## src/rtl/fpu_issue_queue.sv

```systemverilog
// fpu_issue_queue: request FIFO -> EX register -> WB register around an external
// combinational bfloat16 fpu. One op per cycle, full backpressure from the response side.
// Optional build macro FPU_ISSUE_PERF_EN adds saturating perf_ops_o / perf_ovf_o counters.

module fpu_issue_queue #(
  parameter int unsigned DEPTH = 4,
  parameter int unsigned AW    = 2
) (
  input  logic          clk_i,
  input  logic          rst_ni,
  input  logic          flush_i,
  input  logic          req_valid_i,
  output logic          req_ready_o,
  input  logic [3:0]    req_op_i,
  input  logic [15:0]   req_in1_i,
  input  logic [15:0]   req_in2_i,
  output logic [3:0]    fpu_op_o,
  output logic [15:0]   fpu_in1_o,
  output logic [15:0]   fpu_in2_o,
  input  logic [15:0]   fpu_out_i,
  input  logic          fpu_overflow_i,
  output logic          rsp_valid_o,
  input  logic          rsp_ready_i,
  output logic [15:0]   rsp_data_o,
  output logic          rsp_overflow_o,
  output logic          rsp_illegal_o,
  output logic [AW:0]   count_o
`ifdef FPU_ISSUE_PERF_EN
  ,
  output logic [31:0]   perf_ops_o,
  output logic [15:0]   perf_ovf_o
`endif
);

  localparam logic [AW:0] FullCount = (AW + 1)'(DEPTH);
  localparam logic [15:0] IllegalNaN = 16'h7FC0;

  typedef struct packed {
    logic [3:0]  op;
    logic [15:0] in1;
    logic [15:0] in2;
  } req_t;

  req_t          mem_q [DEPTH];
  req_t          head;
  logic [AW-1:0] rd_ptr_q, wr_ptr_q;
  logic [AW:0]   count_q;
  logic          ex_valid_q, wb_valid_q;
  logic          push, pop, wb_free, ex_free, ex_illegal, rsp_fire;

  // Full FIFO never accepts, even if the head leaves this same cycle
  assign req_ready_o = (count_q != FullCount) & ~flush_i;
  assign push        = req_valid_i & req_ready_o;
  assign wb_free     = ~wb_valid_q | rsp_ready_i;
  assign ex_free     = ~ex_valid_q | wb_free;
  assign pop         = ex_free & (count_q != '0);
  assign head        = mem_q[rd_ptr_q];
  assign ex_illegal  = (fpu_op_o == 4'b0000) | ((fpu_op_o & (fpu_op_o - 4'd1)) != 4'b0000);
  assign rsp_fire    = wb_valid_q & rsp_ready_i;
  assign count_o     = count_q;
  assign rsp_valid_o = wb_valid_q;

  // Storage array: only written on push, entries are qualified by count_q
  always_ff @(posedge clk_i) begin
    if (push) begin
      mem_q[wr_ptr_q] <= {req_op_i, req_in1_i, req_in2_i};
    end
  end

  // FIFO pointers and occupancy; pointers wrap naturally at 2**AW
  always_ff @(posedge clk_i or negedge rst_ni) begin
    if (!rst_ni) begin
      rd_ptr_q <= '0;
      wr_ptr_q <= '0;
      count_q  <= '0;
    end else if (flush_i) begin
      rd_ptr_q <= '0;
      wr_ptr_q <= '0;
      count_q  <= '0;
    end else begin
      if (push) wr_ptr_q <= wr_ptr_q + 1'b1;
      if (pop)  rd_ptr_q <= rd_ptr_q + 1'b1;
      unique case ({push, pop})
        2'b10:   count_q <= count_q + 1'b1;
        2'b01:   count_q <= count_q - 1'b1;
        default: count_q <= count_q;
      endcase
    end
  end

  // EX stage: operand registers hold when idle, ex_valid_q qualifies them
  always_ff @(posedge clk_i or negedge rst_ni) begin
    if (!rst_ni) begin
      ex_valid_q <= 1'b0;
      fpu_op_o   <= '0;
      fpu_in1_o  <= '0;
      fpu_in2_o  <= '0;
    end else if (flush_i) begin
      ex_valid_q <= 1'b0;
    end else if (pop) begin
      ex_valid_q <= 1'b1;
      fpu_op_o   <= head.op;
      fpu_in1_o  <= head.in1;
      fpu_in2_o  <= head.in2;
    end else if (wb_free) begin
      ex_valid_q <= 1'b0;
    end
  end

  // WB stage: capture fpu result, substitute quiet NaN for non-one-hot ops
  always_ff @(posedge clk_i or negedge rst_ni) begin
    if (!rst_ni) begin
      wb_valid_q     <= 1'b0;
      rsp_data_o     <= '0;
      rsp_overflow_o <= 1'b0;
      rsp_illegal_o  <= 1'b0;
    end else if (flush_i) begin
      wb_valid_q <= 1'b0;
    end else if (ex_valid_q && wb_free) begin
      wb_valid_q <= 1'b1;
      if (ex_illegal) begin
        rsp_data_o     <= IllegalNaN;
        rsp_overflow_o <= 1'b0;
        rsp_illegal_o  <= 1'b1;
      end else begin
        rsp_data_o     <= fpu_out_i;
        rsp_overflow_o <= fpu_overflow_i;
        rsp_illegal_o  <= 1'b0;
      end
    end else if (wb_free) begin
      wb_valid_q <= 1'b0;
    end
  end

`ifdef FPU_ISSUE_PERF_EN
  // Saturating handshake counters; a delivery during flush still counts
  always_ff @(posedge clk_i or negedge rst_ni) begin
    if (!rst_ni) begin
      perf_ops_o <= '0;
      perf_ovf_o <= '0;
    end else if (rsp_fire) begin
      if (perf_ops_o != '1) perf_ops_o <= perf_ops_o + 1'b1;
      if (rsp_overflow_o && (perf_ovf_o != '1)) perf_ovf_o <= perf_ovf_o + 1'b1;
    end
  end
`else
  logic unused_fire;
  assign unused_fire = rsp_fire;
`endif

endmodule

```

## config.mk

```make
export PLATFORM = sky130hd
export DESIGN_NAME = fpu_issue_queue
export DESIGN_NICKNAME = d
export VERILOG_FILES = /design/src/rtl/fpu_issue_queue.sv
export SDC_FILE = /design/constraint.sdc
export NUM_CORES = 1
export LEC_CHECK = 0
export CAP_MARGIN = 20
export CELL_PAD_IN_SITES_DETAIL_PLACEMENT = 0
export CELL_PAD_IN_SITES_GLOBAL_PLACEMENT = 1
export CORE_UTILIZATION = 40
export CTS_CLUSTER_DIAMETER = 60
export DETAILED_ROUTE_END_ITERATION = 7
export PLACE_DENSITY = 0.67
export SLEW_MARGIN = 10
export SYNTH_ARGS = -nofsm -noshare
export SYNTH_HDL_FRONTEND = slang
export SYNTH_SLANG_ARGS = --single-unit
```

## constraint.sdc

```tcl
create_clock -name clk_i -period 2.9 [get_ports clk_i]
set_input_delay 0.435 -clock clk_i [delete_from_list [all_inputs] [get_ports clk_i]]
set_output_delay 0.435 -clock clk_i [all_outputs]
set_load 0.1 [all_outputs]
```

# == After elaboration in Yosys (flattened, before gate mapping) ==
# Memories as Yosys holds them, arrays and structs flattened. A register that Yosys moved wholly into a read port is not among the register bits.
# Index checks and enable logic that the tools add are counted.
# totals
register_bits,27
latch_bits,0
ramBits,144
mem_bits_ro,0
inputBits,58
out_inout_bits,59
memories,1
# mem_list
name,words,width,rd,rd_ports_with_merged_regs,write_ports,line_no,rtl
mem_q,4,36,1,1,1,44,req_t mem_q [DEPTH];
# classes
add_sub_neg,5
mul,0
div,0
order_cmp,0
n_eq_ne,3
shifts,0
mux,16
bitwise,10
reduce_logical,12
# ops
op,count
two-way mux 16 bit,1
nonzero test 3 bit,4
two-way mux 1 bit,9
two-way mux 2 bit,4
one-hot mux 3 bit (2 select lines),1
"adder 2 x 1 -> 2 bit, second input constant",2
bitwise AND 4 bit,1
zero test 4 bit,1
AND reduction 2 bit,2
nonzero test 2 bit,2
nonzero test 4 bit,1
"subtractor 4 x 1 -> 4 bit, second input constant",1
"adder 3 x 1 -> 3 bit, second input constant",1
bitwise AND 1 bit,3
two-way mux 3 bit,1
"inequality test 3 bit, second input constant",1
inverter 1 bit,3
bitwise OR 1 bit,3
"subtractor 3 x 1 -> 3 bit, second input constant",1
"equality test 2 x 1 -> 1 bit, second input constant",1
"equality test 2 bit, second input constant",1
logical AND 1 bit,1
zero test 1 bit,1

# == Logic depth before layout (Yosys ltp) ==
# Gate-level depths: netlist (run 1).
# depth
word_depth,7
depth_mapped,8
mapped_depth_nobuf,7

# == Worst setup path after synthesis (run 1) ==
# OpenSTA, ideal clock, no wires.
# synth_path
kind,reg-to-reg
from,"reg count_q[1], in the netlist count_o[1]"
to,"mem mem_q[0][0] (netlist name), enable pin"
arrival_ps,2514
slack_ps,-11
path_stages_with_launch,5
n_path_buf,1
period_less_slack_ps,2911
cell_sequence,dfrtp_1 -> nor3b_2 -> nor3b_4 -> buf_6 -> and2_1
# synth_via
elab_chain_len,5
# synth_lines
element,line_no,rtl
from (decl),47,logic [AW:0] count_q;
from (signal assigned),84,2'b10: count_q <= count_q + 1'b1;
from (signal assigned),85,2'b01: count_q <= count_q - 1'b1;
from (signal assigned),86,default: count_q <= count_q;
inequality test 3 bit,52,assign req_ready_o = (count_q != FullCount) & ~flush_i;
bitwise AND 1 bit,52,
bitwise AND 1 bit,53,assign push = req_valid_i & req_ready_o;
two-way mux 1 bit,65,if (push) begin
two-way mux 1 bit (not written as such),66,"mem_q[wr_ptr_q] <= {req_op_i, req_in1_i, req_in2_i};"
to (decl),44,
# No other way between the ends.

# == Worst setup path after layout (run 1) ==
# layout_path
from,"reg count_q[0], in the netlist count_o[0]"
to,"reg count_q[2], in the netlist count_o[2]"
# layout_via
elab_chain_len,6
elab_cells_between_ends,12
classes_between,add/sub (2); eq/ne (3); mux (2); bitwise (3); reduce/logical (2)
# layout_lines
element,line_no,rtl
inequality test 3 bit,52,
bitwise AND 1 bit,52,
bitwise AND 1 bit,53,
equality test 2 x 1 -> 1 bit or equality test 2 bit (tied branches),83,"unique case ({push, pop})"
one-hot mux 3 bit (2 select lines),83,
two-way mux 3 bit,76,end else if (flush_i) begin
# Several ways; a longest one is shown, not always the timed one.
# A chain may end at the register's enable or synchronous reset.

==> results of run 1 <==
worst max-delay path: stages (launching register included):
cell and delay [ps]:
dfrtp_1 470, or3_4 450, nand2_8 120, nor2_2 60, fa_1 420, nor3b_1 160
and3_1 190, a2111o_1 330
placed cells by master (no fill, tap or decap), types with 6 or more instances in the layout:
cell type        synthesis  routed
nand2_1                 18      18
buf_4                    2      70
clkdlybuf4s50_1          0      56
nor2_1                  27      27
mux4_2                  30      30
o21ai_1                 10      10
mux4_1                   6       6
edfxtp_1               144     144
a21oi_1                 11      11
mux2_4                  30      30
clkbuf_16                0      25
dfrtp_1                 63      61
per-layer routing:
| layer | track usage (%) | part of all wire (%) | vias up |
|---|---|---|---|
| li1 | - | - | 1862 |
| met1 | 21.4 | 45 | 2085 |
| met2 | 25.0 | 46 | 121 |
| met3 | 4.34 | 7.0 | 24 |
| met4 | 4.03 | 1.9 | 0 |
| met5 | 0 | 0 | - |
logic make-up (layout without fill, tap and decap cells):
family | Yosys count | after routing
flip-flops | 207 | 207
multiplexers | 75 | 75
AND/OR/NAND/NOR | 68 | 68
AO/OA/AOI/OAI | 27 | 27
buffers and inverters | 20 | 177
adder cells (fa/ha/maj) | 5 | 5
XOR/XNOR | 4 | 4
other | 0 | 1
worst min-delay path by stage:
stage	start	end	slack [ps]
CTS	rst_ni	fpu_op_o[3]	90
detailed placement	fpu_in1_o[0]	fpu_in1_o[0]	480
floorplan	rst_ni	count_o[0]	140
global route	rst_ni	fpu_in2_o[0]	130
finish	rst_ni	rsp_data_o[5]	60
global placement	rsp_data_o[1]	rsp_data_o[1]	480
Yosys cell counts (3+ instances only):
| cell | count |
|---|---|
| buf_6 | 6 |
| dfrtp_1 | 63 |
| mux4_2 | 30 |
| and2_1 | 4 |
| ha_1 | 4 |
| mux2_4 | 30 |
| mux2_1 | 3 |
| buf_1 | 3 |
| mux4_1 | 6 |
| a21oi_1 | 11 |
| buf_2 | 6 |
| nor2_1 | 27 |
| nand2_1 | 18 |
| o21ai_1 | 10 |
| mux2_2 | 5 |
| edfxtp_1 | 144 |
metrics by stage:
stage          cells  hold slack (ps)  instance area [sq um]  setup slack, ps  util (%)
3_3_place_gp     784              476                   9460              321      48.3
5_1_grt          828              127                  10300              477      52.4
6_report         829             58.7                  10300              579      52.4
2_1_floorplan    406              139                   8070             19.0         -
4_1_cts          828             89.8                  10300              564      52.4
3_5_place_dp     784              482                   9460              260      48.3
area by class of cell:
type                    instances  share of cell area (%)
multi-input cells             179                    19.8
flip-flops and latches        207                    57.5
diodes                          1                  0.0244
inverters                       2                  0.0732
clock inverters                14                    1.21
clock buffers                  30                    6.57
well taps                     265                    3.23
repair buffers                131                    11.6
registers in the layout (all words and copies together) (netlist names):
name and flops:
mem_q 144, fpu_in1_o 16, fpu_in2_o 16, rsp_data_o 16
fpu_op_o 4, count_o 3, rd_ptr_q 2, wr_ptr_q 2
ex_valid_q 1, rsp_illegal_o 1, rsp_overflow_o 1, rsp_valid_o 1
==> run metrics, run 1 <==
status=complete, no violations; footprint of the multi-input gates=between 2000 and 2500 sq um; vias in the first global route=~4,300; worst setup path startpoint=count_o[0]; mux cell area share after synthesis=17.2%; fin crit period=between 2000 and 2500 ps; RSZ-0062 raised after global routing=false; Clock Latency Late Sink=approximately 500 ps; setup tns final=0 ps; Ports=between 100 and 150; Via Count=between 4,000 and 5,000; Max Slew Vio Count=0; final HPWL from detailed placement=9610 um; Num CTS Buffers=24; Sequential Area=a little under 6000 sq um; die footprint=between 20,000 and 25,000 sq um; most common flop cell mapped by yosys=edfxtp_1; clock net sink count=207; WL/cell=roughly 19 um; ANT nets after route=0; Iter 0 DRT Violations=220; Tightest Hold Check Type=in2async; Final Setup Violations=0; floorplan die width=between 100 and 150 um; GR Overflow Total=0; initial antenna violation count=1; CTS H-tree lvls=1; Filler Cells Inserted=1,596; Slew Limit Headroom=39.6%; r2r endpoint=count_o[2]; post-CTS setup buffers=0; Synth Area in Adders=less than 1%; mean cell area of the mapped netlist=between 15 and 20 sq um; Synth Register Bits=between 200 and 250; Post-Synthesis Cells=approximately 410; CTS tree=done; largest family of logic cells by synthesized area=multiplexers; largest cells by area after synthesis=edfxtp_1 (54%), dfrtp_1 (20%), mux4_2 (8.4%); global-route wire length before repair=24,300 um; Worst setup EP type=flop; initial core utilization=41.2%; Post-Route WL=15,700 um; flop-to-flop setup slack=580 ps; post-CTS resize count=0; CP startpoint kind=flop; worst-margin pin slew=slightly above 900 ps; asr flop ratio synth=30.4%; Worst Path Max Fanout=7; clock skew=a little under 5 ps; Max Cap Violations=0; hold bufs inserted after CTS=0; PortBufs=around 120; Ys Warns=0; worst reg2reg startpoint=count_o[0]; area grow syn2layout=27.3%; CTS clk-pin slew, worst paths=60 ps; area share of the largest cell type after synthesis=about 54%; R2R depth=7; DIE HEIGHT=between 100 and 150 um; Worst Path Required=between 3000 and 4000 ps; largest net degree at the start of global routing=64; cell taking the most area after synthesis=edfxtp_1; core area=between 15,000 and 20,000 sq um; number of remaining DRC errors=0; syn_nets=approximately 470; post-route clock period utilization=~80%; Avg Vias per Cell=approximately 4.9; Synth cell types=between 40 and 50; row count=51; Post-Syn Area=a little over 8000 sq um; layout cell share with drive strength beyond 1=between 30% and 40%; area fraction in compound gates after synthesis=about 1.9%; Post-synth EDFFs=between 100 and 150; Fmax=around 430 MHz; maximum clock path buffer count=3; post-synthesis sequential area ratio=73.2%; Simple-Gate Fraction of Synth Area=under 10%; crit path DAT=2700 ps; CTS root buffer=clkbuf_16; nets=608; Hold Fails Final Rpt=0; GRT Resource Usage Total=about 16%; post-synthesis xor/xnor area fraction=less than 1%; Worst Setup EP=count_o[2]; first drt pass iteration count=4; Final Wtd Congestion=about 0.70; Setup CP Type=reg2reg
Power of run 1 is left out: the tool's default activity adds up to more than one toggle a clock period on the data nets, which glitch-free logic cannot reach.
==> run 2, diff against run 1 <==
- clock period: 2.9 -> 2.4 ns (I/O delays scaled with it)
==> run 2 against run 1 <==
  * Critical path depth unchanged
  * Global-route usage down 0.14 points
  * Critical path type unchanged
  * Via count down 0.46%
  * First-iteration DRC count down 42%
  * Non-clock buffer count up 10
  * Utilization up 0.25 points
  * Count of clock-buffer cells in the layout up 4
  * Clock skew up 4.7 ps
  * Setup slack worse by 320 ps
  * Wire length down 2.0%
  * Sequential share of layout area down 0.20 points
==> run metrics, run 2 (synthesis gave the netlist of run 1 again) <==
crit path DAT=2520 ps (-180 ps); Max Slew Vio Count=0 (unchanged); clock skew=9.60 ps (+4.71 ps); # placed instances=793 (+1.1%); layout cell share with drive strength beyond 1=35.0% (+0.87 points); Reg with most FFs=mem_q; Antenna Cells=0 (-1); PortBufs=116 (unchanged); vias in the first global route=4,376 (+1.5%); post-route clock period utilization=89.4% (+9.3 points); first drt pass iteration count=4 (unchanged); worst setup path startpoint=count_o[2]; GRT Resource Usage Total=15.6% (-0.14 points); flop-to-flop setup slack=260 ps (-320 ps); Via Count=4,073 (-0.46%); WL/cell=18.4 um (-2.6%); Clock Latency Late Sink=490 ps (about the same); R2R depth=7 (unchanged); most frequent cells in the layout=edfxtp_1 (144), buf_4 (74), dfrtp_1 (57); Ports=117 (unchanged); Tightest Hold Check Type=in2reg; GR Overflow Total=0 (unchanged); Worst Setup EP=count_o[2]; Worst setup EP type=flop; Final Wtd Congestion=0.670 (-4.4%); worst reg2reg startpoint=count_o[2]; nets=616 (+1.3%); Num CTS Buffers=22 (-8.3%); global-route wire length before repair=24,000 um (-1.1%); die footprint=20,700 sq um (unchanged); Iter 0 DRT Violations=127 (-42%); Post-Route WL=15,300 um (-2.0%); largest net degree at the start of global routing=48 (-25%); clock net sink count=207 (unchanged); Non-Filler Instances=834 (+0.60%); maximum clock path buffer count=3 (unchanged); floorplan die width=144 um (unchanged); worst-margin pin slew=645 ps (-261 ps); Hold Fails Final Rpt=0 (unchanged); Fmax=466 MHz (+8.2%); post-CTS setup buffers=0 (unchanged); CTS H-tree lvls=1 (unchanged); Slew Limit Headroom=57.0% (+17 points); ANT nets after route=0 (unchanged); CP startpoint kind=flop; CTS root buffer=clkbuf_16; final HPWL from detailed placement=9550 um (-0.63%); CTS clk-pin slew, worst paths=60 ps (about the same); number of remaining DRC errors=0 (unchanged); Final Setup Violations=0 (unchanged); row count=51 (unchanged); Max Cap Violations=0 (unchanged); max reg flops=144 (unchanged); area grow syn2layout=27.9%; RSZ-0062 raised after global routing=false; DIE HEIGHT=144 um (unchanged); Worst Path Max Fanout=7 (unchanged); Filler Cells Inserted=1,634 (+2.4%); status=complete, no violations; Worst Path Required=2770 ps (-510 ps); commonest non-fill, non-tap cell in the layout=edfxtp_1; initial core utilization=41.2% (unchanged); Avg Vias per Cell=4.88 (-1.1%); Setup CP Type=reg2reg; fin crit period=2140 ps (-177 ps); core area=19,600 sq um (unchanged); r2r endpoint=count_o[2]; CTS tree=done; initial antenna violation count=0 (-1)
run 2: worst min-delay path by stage:
stage                             start        endpoint  slack (ps)  cells past startpoint
after floorplan                  rst_ni      count_o[0]          60                      0
after global placement           rst_ni   rsp_data_o[8]         440                      1
after detailed placement         rst_ni   rsp_data_o[8]         450                      1
after CTS                 fpu_out_i[15]  rsp_data_o[15]         400                      3
after global routing      fpu_out_i[15]  rsp_data_o[15]         410                      3
final                      fpu_out_i[2]   rsp_data_o[2]         420                      3
run 2: timing repair:
item                      4_1_cts  5_1_grt
hold buffers                    1        0
resized for setup               0        0
hold endpoints to repair       45        0
run 2: worst max-delay path: stages (launching register included):
cell	delay [ps]
dfrtp_4	510
nor3b_4	180
nor3b_4	250
nor2_2	90
fa_2	340
nor3b_1	140
and3_1	190
a2111o_1	330
run 2: cell type report:
cell class	count	area [sq um]	share of cell area, %
Sequential cell	207	5910	57.3
Clock inverter	6	53.8	0.522
Tap cell	265	332	3.22
Multi-Input combinational cell	179	2040	19.8
Clock buffer	34	637	6.18
Inverter	2	7.51	0.0728
Timing Repair Buffer	141	1330	12.9
run 2: per-stage QoR:
step	setup TNS [ps]	setup WS [ps]	cell area, sq um	util (%)	hold slack, ps
final	0	255	10300	52.6	415
after global routing	0	150	10300	52.6	409
after CTS	0	241	10300	52.6	396
after detailed placement	0	39.1	9610	49.1	447
after global placement	0	51.9	9610	49.1	437
after floorplan	-66.9	-66.9	8090	-	64.4
run 2: layer usage:
metal | part of all wire (%) | vias up | track usage (%)
li1 | - | 1868 | -
met1 | 42 | 2055 | 20.0
met2 | 49 | 126 | 26.1
met3 | 7.6 | 24 | 3.91
met4 | 2.0 | 0 | 4.59
met5 | 0 | - | 0
Power of run 2 is left out for the same reason.
==> run 3, diff against run 2 <==
- PLACE_DENSITY: 0.67 -> 0.7
- clock period: 2.4 -> 1.9 ns (I/O delays scaled with it)
==> run 3 against run 2 <==
  * The run now ends with setup timing left
  * Worst hold slack worse by 150 ps
  * Die area unchanged
  * Utilization up 1.2 points
  * First-iteration DRC count up 59%
  * Sequential share of layout area down 1.3 points
  * Critical path type unchanged
==> run metrics, run 3 (synthesis gave the netlist of run 1 again) <==
final worst slack=-205 ps (-461 ps); final HPWL from detailed placement=10,100 um (+6.0%); GR Overflow Total=0 (unchanged); Setup CP Type=reg2reg; Ports=117 (unchanged); Hold Fails Final Rpt=0 (unchanged); # placed instances=804 (+1.4%); ANT nets after route=0 (unchanged); maximum clock path buffer count=3 (unchanged); CTS H-tree lvls=1 (unchanged); design area=10,500 sq um (+2.3%); Slew Limit Headroom=65.3% (+8.3 points); Filler Cells Inserted=1,550 (-5.1%); Fmax=475 MHz (+1.9%); Max Slew Vio Count=0 (unchanged); Worst Path Required=2270 ps (-500 ps); Reg with most FFs=mem_q; DIE HEIGHT=144 um (unchanged); Max Cap Violations=0 (unchanged); Worst Path Max Fanout=4 (-3); floorplan die width=144 um (unchanged); area grow syn2layout=30.8%; Clock Latency Late Sink=500 ps (about the same); RSZ-0062 raised after global routing=true; hold slack=267 ps (-148 ps); worst-margin pin slew=517 ps (-128 ps); layout cell share with drive strength beyond 1=36.8% (+1.9 points); initial core utilization=41.2% (unchanged); GRT Resource Usage Total=15.8% (+0.16 points); worst reg2reg startpoint=count_o[2]; WL/cell=18.8 um (+2.2%); global-route wire length before repair=24,400 um (+1.5%); Post-Route WL=15,900 um (+3.7%); Iter 0 DRT Violations=202 (+59%); die footprint=20,700 sq um (unchanged); crit path DAT=2480 ps (-40 ps); fin crit period=2110 ps (-39.5 ps); Num CTS Buffers=23 (+4.5%); most frequent cells in the layout=edfxtp_1 (144), buf_4 (76), dfrtp_1 (56), clkdlybuf4s50_1 (56); CTS tree=done; nets=628 (+1.9%); fin util=53.8% (+1.2 points); commonest non-fill, non-tap cell in the layout=edfxtp_1; status=finished, violations left; largest net degree at the start of global routing=34 (-29%); clock net sink count=207 (unchanged); failing checks=setup timing; CTS clk-pin slew, worst paths=60 ps (about the same); core area=19,600 sq um (unchanged); Avg Vias per Cell=4.93 (+0.93%); first drt pass iteration count=4 (unchanged); worst setup path startpoint=count_o[2]; number of remaining DRC errors=0 (unchanged); CTS root buffer=clkbuf_16; initial antenna violation count=0 (unchanged); vias in the first global route=4,375 (-0.023%); Final Setup Violations=68 (+68); post-route clock period utilization=111% (+21 points); PortBufs=116 (unchanged); Non-Filler Instances=846 (+1.4%); row count=51 (unchanged); Final Wtd Congestion=0.690 (+3.0%); max reg flops=144 (unchanged); Via Count=4,170 (+2.4%); clock skew=16.0 ps (+6.39 ps); Worst setup EP type=flop; CP startpoint kind=flop; Antenna Cells=0 (unchanged); placed instance area=9780 sq um (+1.8%); Tightest Hold Check Type=in2async
==> run 3: cell type report <==
cell class	instances	area, sq um	area share, %
sequential	207	5910	56.1
multi-input combinational	179	2050	19.4
timing repair buffer	152	1510	14.3
clock buffer	29	618	5.86
tap	265	332	3.15
clock inverter	12	118	1.12
inverter	2	7.51	0.0712
==> run 3: final timing paths <==
| check | end | cells past startpoint | slack, ps |
|---|---|---|---|
| min | rsp_data_o[1] | 2 | 270 |
| min reg2reg | rsp_data_o[15] | 2 | 490 |
| max | count_o[2] | 7 | -210 |
| min in group clk_i | rsp_data_o[4] | 3 | 340 |
| max in group asynchronous | rd_ptr_q[0] | 3 | 1040 |
| max reg2reg | count_o[2] | 7 | -210 |
==> run 3: per-stage QoR <==
stage               worst slack (ps)  setup TNS, ps
detailed placement              -407         -22850
global route                    -265          -8740
CTS                             -212          -1760
floorplan                       -562         -49430
global placement                -374         -23770
finish                          -205          -2690
==> run 3: worst max-delay path, cell delays in order (launching register included) <==
cell and delay [ps]:
dfrtp_4 490, nor3b_4 170, nor3b_4 280, nor2_4 60, fa_2 360, nor3b_1 140, and3_1 150, a2111o_1 330
==> run 3: layer usage <==
metal	global-route usage [%]	wire length, um	vias to the layer above	part of all wire [%]
li1	-	-	1893	-
met1	21.5	7060	2123	44
met2	25.9	7610	128	48
met3	3.48	1020	26	6.4
met4	3.25	218	0	1.4
met5	0	0	-	0
==> run 3: what timing repair did <==
action | in CTS | in global routing
pin swaps | 2 | 5
endpoints found under the setup margin | 105 | 129
hold endpoints to repair | 30 | 0
gates resized for setup | 3 | 2
buffers inserted | 1 | 1
cloned | 0 | 0
hold buffers | 1 | 0
Power of run 3 is left out for the same reason.
